## config.mk

```make
export PLATFORM = sky130hd
export DESIGN_NAME = csr_timer_intc
export DESIGN_NICKNAME = d
export VERILOG_FILES = /design/src/rtl/csr_timer_intc.sv
export SDC_FILE = /design/constraint.sdc
export NUM_CORES = 1
export LEC_CHECK = 0
export CORE_MARGIN = 5
export CORE_UTILIZATION = 38
export DETAILED_ROUTE_END_ITERATION = 16
export GPL_ROUTABILITY_DRIVEN = 0
export GPL_TIMING_DRIVEN = 0
export SLEW_MARGIN = 5
export SYNTH_ARGS = -nofsm -noshare
export SYNTH_HDL_FRONTEND = slang
export SYNTH_SLANG_ARGS = --single-unit
```

## constraint.sdc

```tcl
create_clock -name clk -period 2.2 [get_ports clk]
set_input_delay 0.33 -clock clk [delete_from_list [all_inputs] [get_ports clk]]
set_output_delay 0.33 -clock clk [all_outputs]
set_load 0.01 [all_outputs]
```

## src/rtl/csr_timer_intc.sv

```systemverilog
// csr_timer_intc: ECFG/ESTAT/TID/TCFG/TVAL/TICLR timer and interrupt collection with stable counter.
module csr_timer_intc #(
  parameter int TIMER_W     = 32,
  parameter int HWI_N       = 8,
  parameter int SYNC_STAGES = 2
) (
  input  logic             clk,
  input  logic             reset,
  input  logic             csr_we,
  input  logic [13:0]      csr_waddr,
  input  logic [31:0]      csr_wmask,
  input  logic [31:0]      csr_wdata,
  input  logic [13:0]      csr_raddr,
  output logic [31:0]      csr_rdata,
  input  logic             crmd_ie,
  input  logic [HWI_N-1:0] hwi,
  input  logic             ipi,
  output logic             need_interrupt,
  output logic [63:0]      stable_cnt
);
  localparam logic [13:0] A_ECFG  = 14'h4;
  localparam logic [13:0] A_ESTAT = 14'h5;
  localparam logic [13:0] A_TID   = 14'h40;
  localparam logic [13:0] A_TCFG  = 14'h41;
  localparam logic [13:0] A_TVAL  = 14'h42;
  localparam logic [13:0] A_TICLR = 14'h44;

  function automatic logic [31:0] mw(input logic [31:0] o, input logic [31:0] d, input logic [31:0] m);
    return (o & ~m) | (d & m);
  endfunction

  logic [12:0]                     ecfg_q, ecfg_d;
  logic [1:0]                      swi_q, swi_d;
  logic                            ti_q, ti_d;
  logic [31:0]                     tid_q, tid_d;
  logic [TIMER_W-1:0]              tcfg_q, tcfg_d, tval_q, tval_d;
  logic [SYNC_STAGES-1:0][HWI_N:0] sync_q, sync_d;
  logic [63:0]                     cnt_q, cnt_d;
  logic [31:0]                     tcfg_new;
  logic [12:0]                     is_v;
  logic                            we_ecfg, we_estat, we_tid, we_tcfg, we_ticlr, fire;

  always_comb begin
    we_ecfg  = csr_we && csr_waddr == A_ECFG;
    we_estat = csr_we && csr_waddr == A_ESTAT;
    we_tid   = csr_we && csr_waddr == A_TID;
    we_tcfg  = csr_we && csr_waddr == A_TCFG;
    we_ticlr = csr_we && csr_waddr == A_TICLR;
    tcfg_new = mw(32'(tcfg_q), csr_wdata, csr_wmask);
    ecfg_d   = we_ecfg ? 13'(mw(32'(ecfg_q), csr_wdata, csr_wmask & 32'h1BFF)) : ecfg_q;
    swi_d    = we_estat ? 2'(mw(32'(swi_q), csr_wdata, csr_wmask)) : swi_q;
    tid_d    = we_tid ? mw(tid_q, csr_wdata, csr_wmask) : tid_q;
    tcfg_d   = we_tcfg ? TIMER_W'(tcfg_new) : tcfg_q;
    // a TCFG write overrides any count or fire happening on the same edge
    fire     = !we_tcfg && tcfg_q[0] && tval_q == TIMER_W'(1);
    tval_d   = we_tcfg        ? {tcfg_new[TIMER_W-1:2], 2'b00} :
               !tcfg_q[0]     ? tval_q :
               tval_q != '0   ? tval_q - TIMER_W'(1) :
               tcfg_q[1]      ? {tcfg_q[TIMER_W-1:2], 2'b00} : tval_q;
    ti_d     = fire | (ti_q & ~(we_ticlr & csr_wdata[0] & csr_wmask[0]));
    sync_d[0] = {ipi, hwi};
    for (int i = 1; i < SYNC_STAGES; i++) sync_d[i] = sync_q[i-1];
    cnt_d    = cnt_q + 64'd1;
    is_v             = '0;
    is_v[1:0]        = swi_q;
    is_v[2 +: HWI_N] = sync_q[SYNC_STAGES-1][HWI_N-1:0];
    is_v[11]         = ti_q;
    is_v[12]         = sync_q[SYNC_STAGES-1][HWI_N];
    csr_rdata = csr_raddr == A_ECFG  ? 32'(ecfg_q) :
                csr_raddr == A_ESTAT ? 32'(is_v) :
                csr_raddr == A_TID   ? tid_q :
                csr_raddr == A_TCFG  ? 32'(tcfg_q) :
                csr_raddr == A_TVAL  ? 32'(tval_q) : 32'h0;
    need_interrupt = crmd_ie & |(is_v & ecfg_q);
  end

  assign stable_cnt = cnt_q;

  always_ff @(posedge clk or negedge reset) begin
    if (!reset) begin
      ecfg_q <= '0;
      swi_q  <= '0;
      ti_q   <= 1'b0;
      tid_q  <= '0;
      tcfg_q <= '0;
      tval_q <= '0;
      sync_q <= '0;
      cnt_q  <= '0;
    end else begin
      ecfg_q <= ecfg_d;
      swi_q  <= swi_d;
      ti_q   <= ti_d;
      tid_q  <= tid_d;
      tcfg_q <= tcfg_d;
      tval_q <= tval_d;
      sync_q <= sync_d;
      cnt_q  <= cnt_d;
    end
  end
endmodule

```

Word level (Yosys, flattened, before mapping):

Index checks and enable logic that the tools add are counted.

* add/subtract/negate cells: 2
* $mul: 0
* divide/modulo/power cells: 0
* magnitude comparators: 0
* equal/unequal tests: 11
* shift-type cells: 0
* muxes and demuxes: 9
* bitwise logic cells: 19
* reduce and logical (&&, ||, !) cells: 13

Operators by type and width (count)
* $mux 32: 9
* $and 32x32->32: 3
* $eq 14x7->1 const B: 6
* $add 64x1->64 const B: 1
* $or 32x32->32: 2
* $eq 14x3->1 const B: 4
* $and 13x13->13: 3
* $eq 32x1->1 const B: 1
* $not 32->32: 1
* $reduce_bool 32->1: 1
* $sub 32x1->32 const B: 1
* $not 13->13: 1
* $or 13x13->13: 1
* $reduce_or 13->1: 1
* $logic_and 1x1->1: 7
* $and 1x1->1: 4
* $reduce_bool 3->1: 1
* $and 2x2->2: 1
* $or 2x2->2: 1
* $reduce_and 2->1: 1
* $reduce_bool 2->1: 1
* $logic_not 1->1: 1
* $not 1->1: 1
* $or 1x1->1: 1

* bits in registers: 194
* bits in latches: 0
* RAM bits: 0
* bits in read-only memories: 0
* input port bits: 105
* output and inout bits: 97
* word-level logic and storage cells: 63
* memories kept: 0

Logic depth before layout (Yosys ltp):

* word-level depth: 7
* mapped depth: 10
* mapped depth without buffers: 8

Least setup slack after synthesis:

OpenSTA, ideal clock, no wires.

* kind: reg2reg
* from: register tval_q[0]
* to: register tval_q[20]
* setup time: 126 ps
* arrival: 2096 ps
* required time: 2074 ps
* path slack: -21 ps
* cell stages (with the launch flop): 10
* buffers on the path: 1
* clock period less this slack: 2221 ps
* cell sequence: dfrtp_1 -> inv_1 -> ha_1 -> or3b_2 -> clkbuf_1 -> nor4_1 -> nand3_1 -> or3_1 -> nand3_1 -> o21ai_1

* longest elaborated chain between the ends: 4
* elaborated cells between the ends (all ways): 7
* those cells by class: add/sub: 1; mux: 3; reduce/logical: 3

RTL lines
* start, declared: RTL line 36 `logic [TIMER_W-1:0] tcfg_q, tcfg_d, tval_q, tval_d;`
* start signal, assigned: RTL line 95 `tval_q <= tval_d;`
* $sub 32x1->32 / $reduce_bool 32->1 (equally long branches): RTL line 58 `tval_q != '0 ? tval_q - TIMER_W'(1) :`
* $mux 32: RTL line 58
* $mux 32: RTL line 57 `!tcfg_q[0] ? tval_q :`
* $mux 32: RTL line 56 `tval_d = we_tcfg ? {tcfg_new[TIMER_W-1:2], 2'b00} :`

Parallel ways exist; a longest one is shown, timed or not. The select of a mux whose other input is x is not followed.
A chain may end at the register's enable or synchronous reset.

Worst setup path in the final report:

* from: input csr_raddr[4]
* to: output csr_rdata[23]

* longest elaborated chain between the ends: 6
* elaborated cells between the ends (all ways): 10
* those cells by class: eq/ne: 5; mux: 5

RTL lines
* start, declared: RTL line 13 `input logic [13:0] csr_raddr,`
* $eq 14x7->1: RTL line 73 `csr_raddr == A_TVAL ? 32'(tval_q) : 32'h0;`
* $mux 32: RTL line 73
* $mux 32: RTL line 72 `csr_raddr == A_TCFG ? 32'(tcfg_q) :`
* $mux 32: RTL line 71 `csr_raddr == A_TID ? tid_q :`
* $mux 32: RTL line 70 `csr_raddr == A_ESTAT ? 32'(is_v) :`
* $mux 32 *: RTL line 69 `csr_rdata = csr_raddr == A_ECFG ? 32'(ecfg_q) :`
* end, declared: RTL line 14 `output logic [31:0] csr_rdata,`

Every way passes the cells marked *; elsewhere a longest branch is shown, timed or not.

==> impl_metrics.yaml <==
status:
  status: "finished with violations"
  violations: "setup timing"
yosys:
  synthAdderAreaFrac: 0.00361
  synth_cell_types: 75
  synthXorXnorAreaFrac: 0.0539
  syn_area_per_cell_um2: 9.70
  synthFlopType: "dfrtp_1"
  synth-compound-area-share: 0.125
  synth_edf_count: 0
  synth_top_family_by_area: "simple AND/OR/NAND/NOR gates"
  synth_nets: 1180
  syn_area_um2: 10400
  async_flop_share: 1.00
  yosys.area_share.simple: 0.221
  netlist_instances: 1072
  ys_seq_elements: 193
  synth_warnings: 0
  synthMuxAreaShare: 0.105
  seq_area_frac_synth: 0.465
clock_network:
  cts_tree: "yes"
  root_buffer: "clkbuf_16"
  cts_buffers: 17
  clkTransAtPathRegs_ps: 90
  cts_buffer_depth: 2
  ctsHtreeMaxLevel: 4
  clock_latency_ps: 460
  cts_sinks: 193
sta:
  period_share: 1.06
  worst_pin_slew_ps: 806
  setup_slack_ps: -141
  period_minus_slack_ps: 2340
  hold_violations: 0
  rsz0062_at_grt: "true"
  fmax_mhz: 427
  relSlewSlack: 0.463
  slew_violations: 0
  fin_worst_skew_ps: 13.9
  setup_violations: 41
grt:
  grt_pass1_vias: 10060
  grt_pass1_wl_um: 56600
  grt_max_degree: 107
  grtUsageTotal: 0.231
  grt_antenna_before_repair: 0
  grt_overflow: 0
layout:
  drive_gt1_frac: 0.336
  areaGrowthSynthToFinish_pct: 51.6
  nFillCells: 2277
  diodes: 0
  nets: 1532
  post-route-cell-area_um2: 15800
  final_cell_count_no_fill: 1778
power:
  p_leak_uw: 0.00708
  pwr_density_cell_nw_per_um2: 495
  vdd_drop_max_mv: 0.406
route:
  drtIter0Drc: 928
  avgRoutedWirePerCell_um: 20.8
  route.antenna.remaining_nets: 0
  num_vias: 10232
  drcViolationCount: 0
  firstDrtPassIters: 6
  drt-total-wl_um: 37000
  drt-vias-per-instance: 5.75
place:
  portBuffers: 200
  placed_area_um2: 12900
  placed_cells: 1614
  hpwl_um: 24400
worst_setup_path:
  r2r-start: "tval_q[1]$_DFFE_PN0P_"
  worstPathCellList: "buf_6 -> nor4_4 -> nand4_1 -> buf_6 -> nor3b_4 -> buf_12 -> buf_12 -> clkbuf_16 -> nand2_4 -> a21oi_4 -> buf_6"
  r2r-end: "tval_q[21]$_DFFE_PN0P_"
  cp_max_fo: 5
  worst_path_most_repeated_cell: "buf_6"
  cp-startpoint: "csr_raddr[4]"
  startpoint_type: "input pin"
  r2r_slack_ps: -40
  cp_data_required_time_ps: 1870
  cpPeakStageDelay_ps: 280
  r2r_cells: 8
  critPathArrivalTime_ps: 2010
  worstSetupPathType: "input pin to output pin"
  cp_slowest_cell: "nor4_4"
  endpoint_kind: "output pin"
hold_path:
  whs_endpoint: "sync_d[16]$_DFF_PN0_"
  min_path_cells: 1
  hp-class: "input pin to flop"
  hold_start: "hwi[7]"
floorplanning:
  fp.dieH_um: 175
  ios: 202
  fp-row-count: 60
  placeableCoreArea_um2: 27000
  die_x_um: 175
  dieArea_um2: 30800
  initial_core_util: 0.386
job:
  drv_cap: 0
-- power breakdown --
| part | internal [uW] | switching [uW] | total (uW) | leakage, uW |
|---|---|---|---|---|
| combinational | 364 | 335 | 698 | 0.00422 |
| sequential | 3630 | 184 | 3810 | 0.00255 |
| clock | 1580 | 1710 | 3290 | 0.000302 |
-- area by class of cell --
cell class	instances	area, um2	share of cell area
repair buffers	339	3150	0.200
clock inverters	15	200	0.0127
flip-flops and latches	193	4840	0.308
multi-input cells	810	6210	0.394
inverters	23	86.3	0.00548
clock buffers	17	425	0.0270
plain buffers	40	407	0.0258
well taps	341	427	0.0271
-- worst max path at each step --
stage | endpoint | slack (ps) | cells after the start
2_1_floorplan | tval_q[2]$_DFFE_PN0P_ | -9 | 9
3_3_place_gp | stable_cnt[31]$_DFF_PN0_ | -7750 | 1
3_5_place_dp | csr_rdata[23] | -1680 | 8
4_1_cts | csr_rdata[11] | -120 | 11
5_1_grt | csr_rdata[23] | -250 | 11
6_report | csr_rdata[23] | -140 | 11
-- logic make-up (layout without fill, tap and decap cells) --
logic type	after synthesis	after routing
AND/OR/NAND/NOR	440	440
XOR/XNOR	64	64
buffers and inverters	69	434
flip-flops	193	193
AO/OA/AOI/OAI	203	203
multiplexers	100	100
adder cells (fa/ha/maj)	3	3
-- synth_stat cells, types with 10 or more instances --
library cell / count / area, um2
dfrtp_1: 193 / 4830
nand2_1: 159 / 597
nor2_1: 86 / 323
o21ai_0: 61 / 305
mux2_2: 60 / 676
a21oi_1: 43 / 215
nand3_1: 36 / 180
nor3_1: 36 / 180
xnor2_1: 34 / 298
clkbuf_1: 30 / 113
xor2_1: 30 / 263
mux2i_1: 27 / 270
nand4_1: 25 / 156
inv_1: 23 / 86.3
and3_1: 14 / 87.6
o22ai_1: 14 / 87.6
mux2_1: 13 / 146
nor4_1: 13 / 81.3
buf_2: 12 / 60.1
a21boi_0: 10 / 75.1
or3_1: 10 / 62.6
-- placed cells by master, fill, tap and decap left out, types with 28 or more instances in the layout --
cell	instances
clkdlybuf4s50_1	152
xnor2_1	34
buf_4	112
buf_2	28
nand2_1	146
buf_6	35
nand3_1	33
mux2_2	58
nor2_1	70
o21ai_0	36
dfrtp_1	181
xor2_1	30
-- repair_timing --
| item | CTS | global route |
|---|---|---|
| resized for setup | 383 | 143 |
| setup endpoints to repair | 167 | 151 |
| hold buffers | 1 | 0 |
| cloned | 8 | 0 |
| setup buffers | 70 | 62 |
| hold endpoints to repair | 87 | 0 |
| pin swaps | 71 | 62 |
-- layer usage --
metal | GRT usage | wire length (um)
met1 | 0.301 | 15000
met2 | 0.370 | 17200
met3 | 0.0684 | 3370
met4 | 0.0750 | 1430
met5 | 0 | 0
-- stage by stage --
step	setup TNS (ps)	setup slack [ps]	hold slack [ps]	utilization	power, uW
after floorplan	-14.4	-8.65	34.4	-	3970
after detailed placement	-141540	-1680	335	0.477	4390
after global placement	-1634760	-7750	331	0.476	4370
after CTS	-1010	-123	298	0.549	7750
final	-2880	-141	304	0.585	7800
after global routing	-7950	-248	295	0.585	8020
-- critical path, delay by kind of cell --
family | cells | cell delay (ps)
buffers and inverters | 6 | 800
AO/OA/AOI/OAI | 1 | 170
AND/OR/NAND/NOR | 4 | 710
Power figures use the tool's default switching activity.
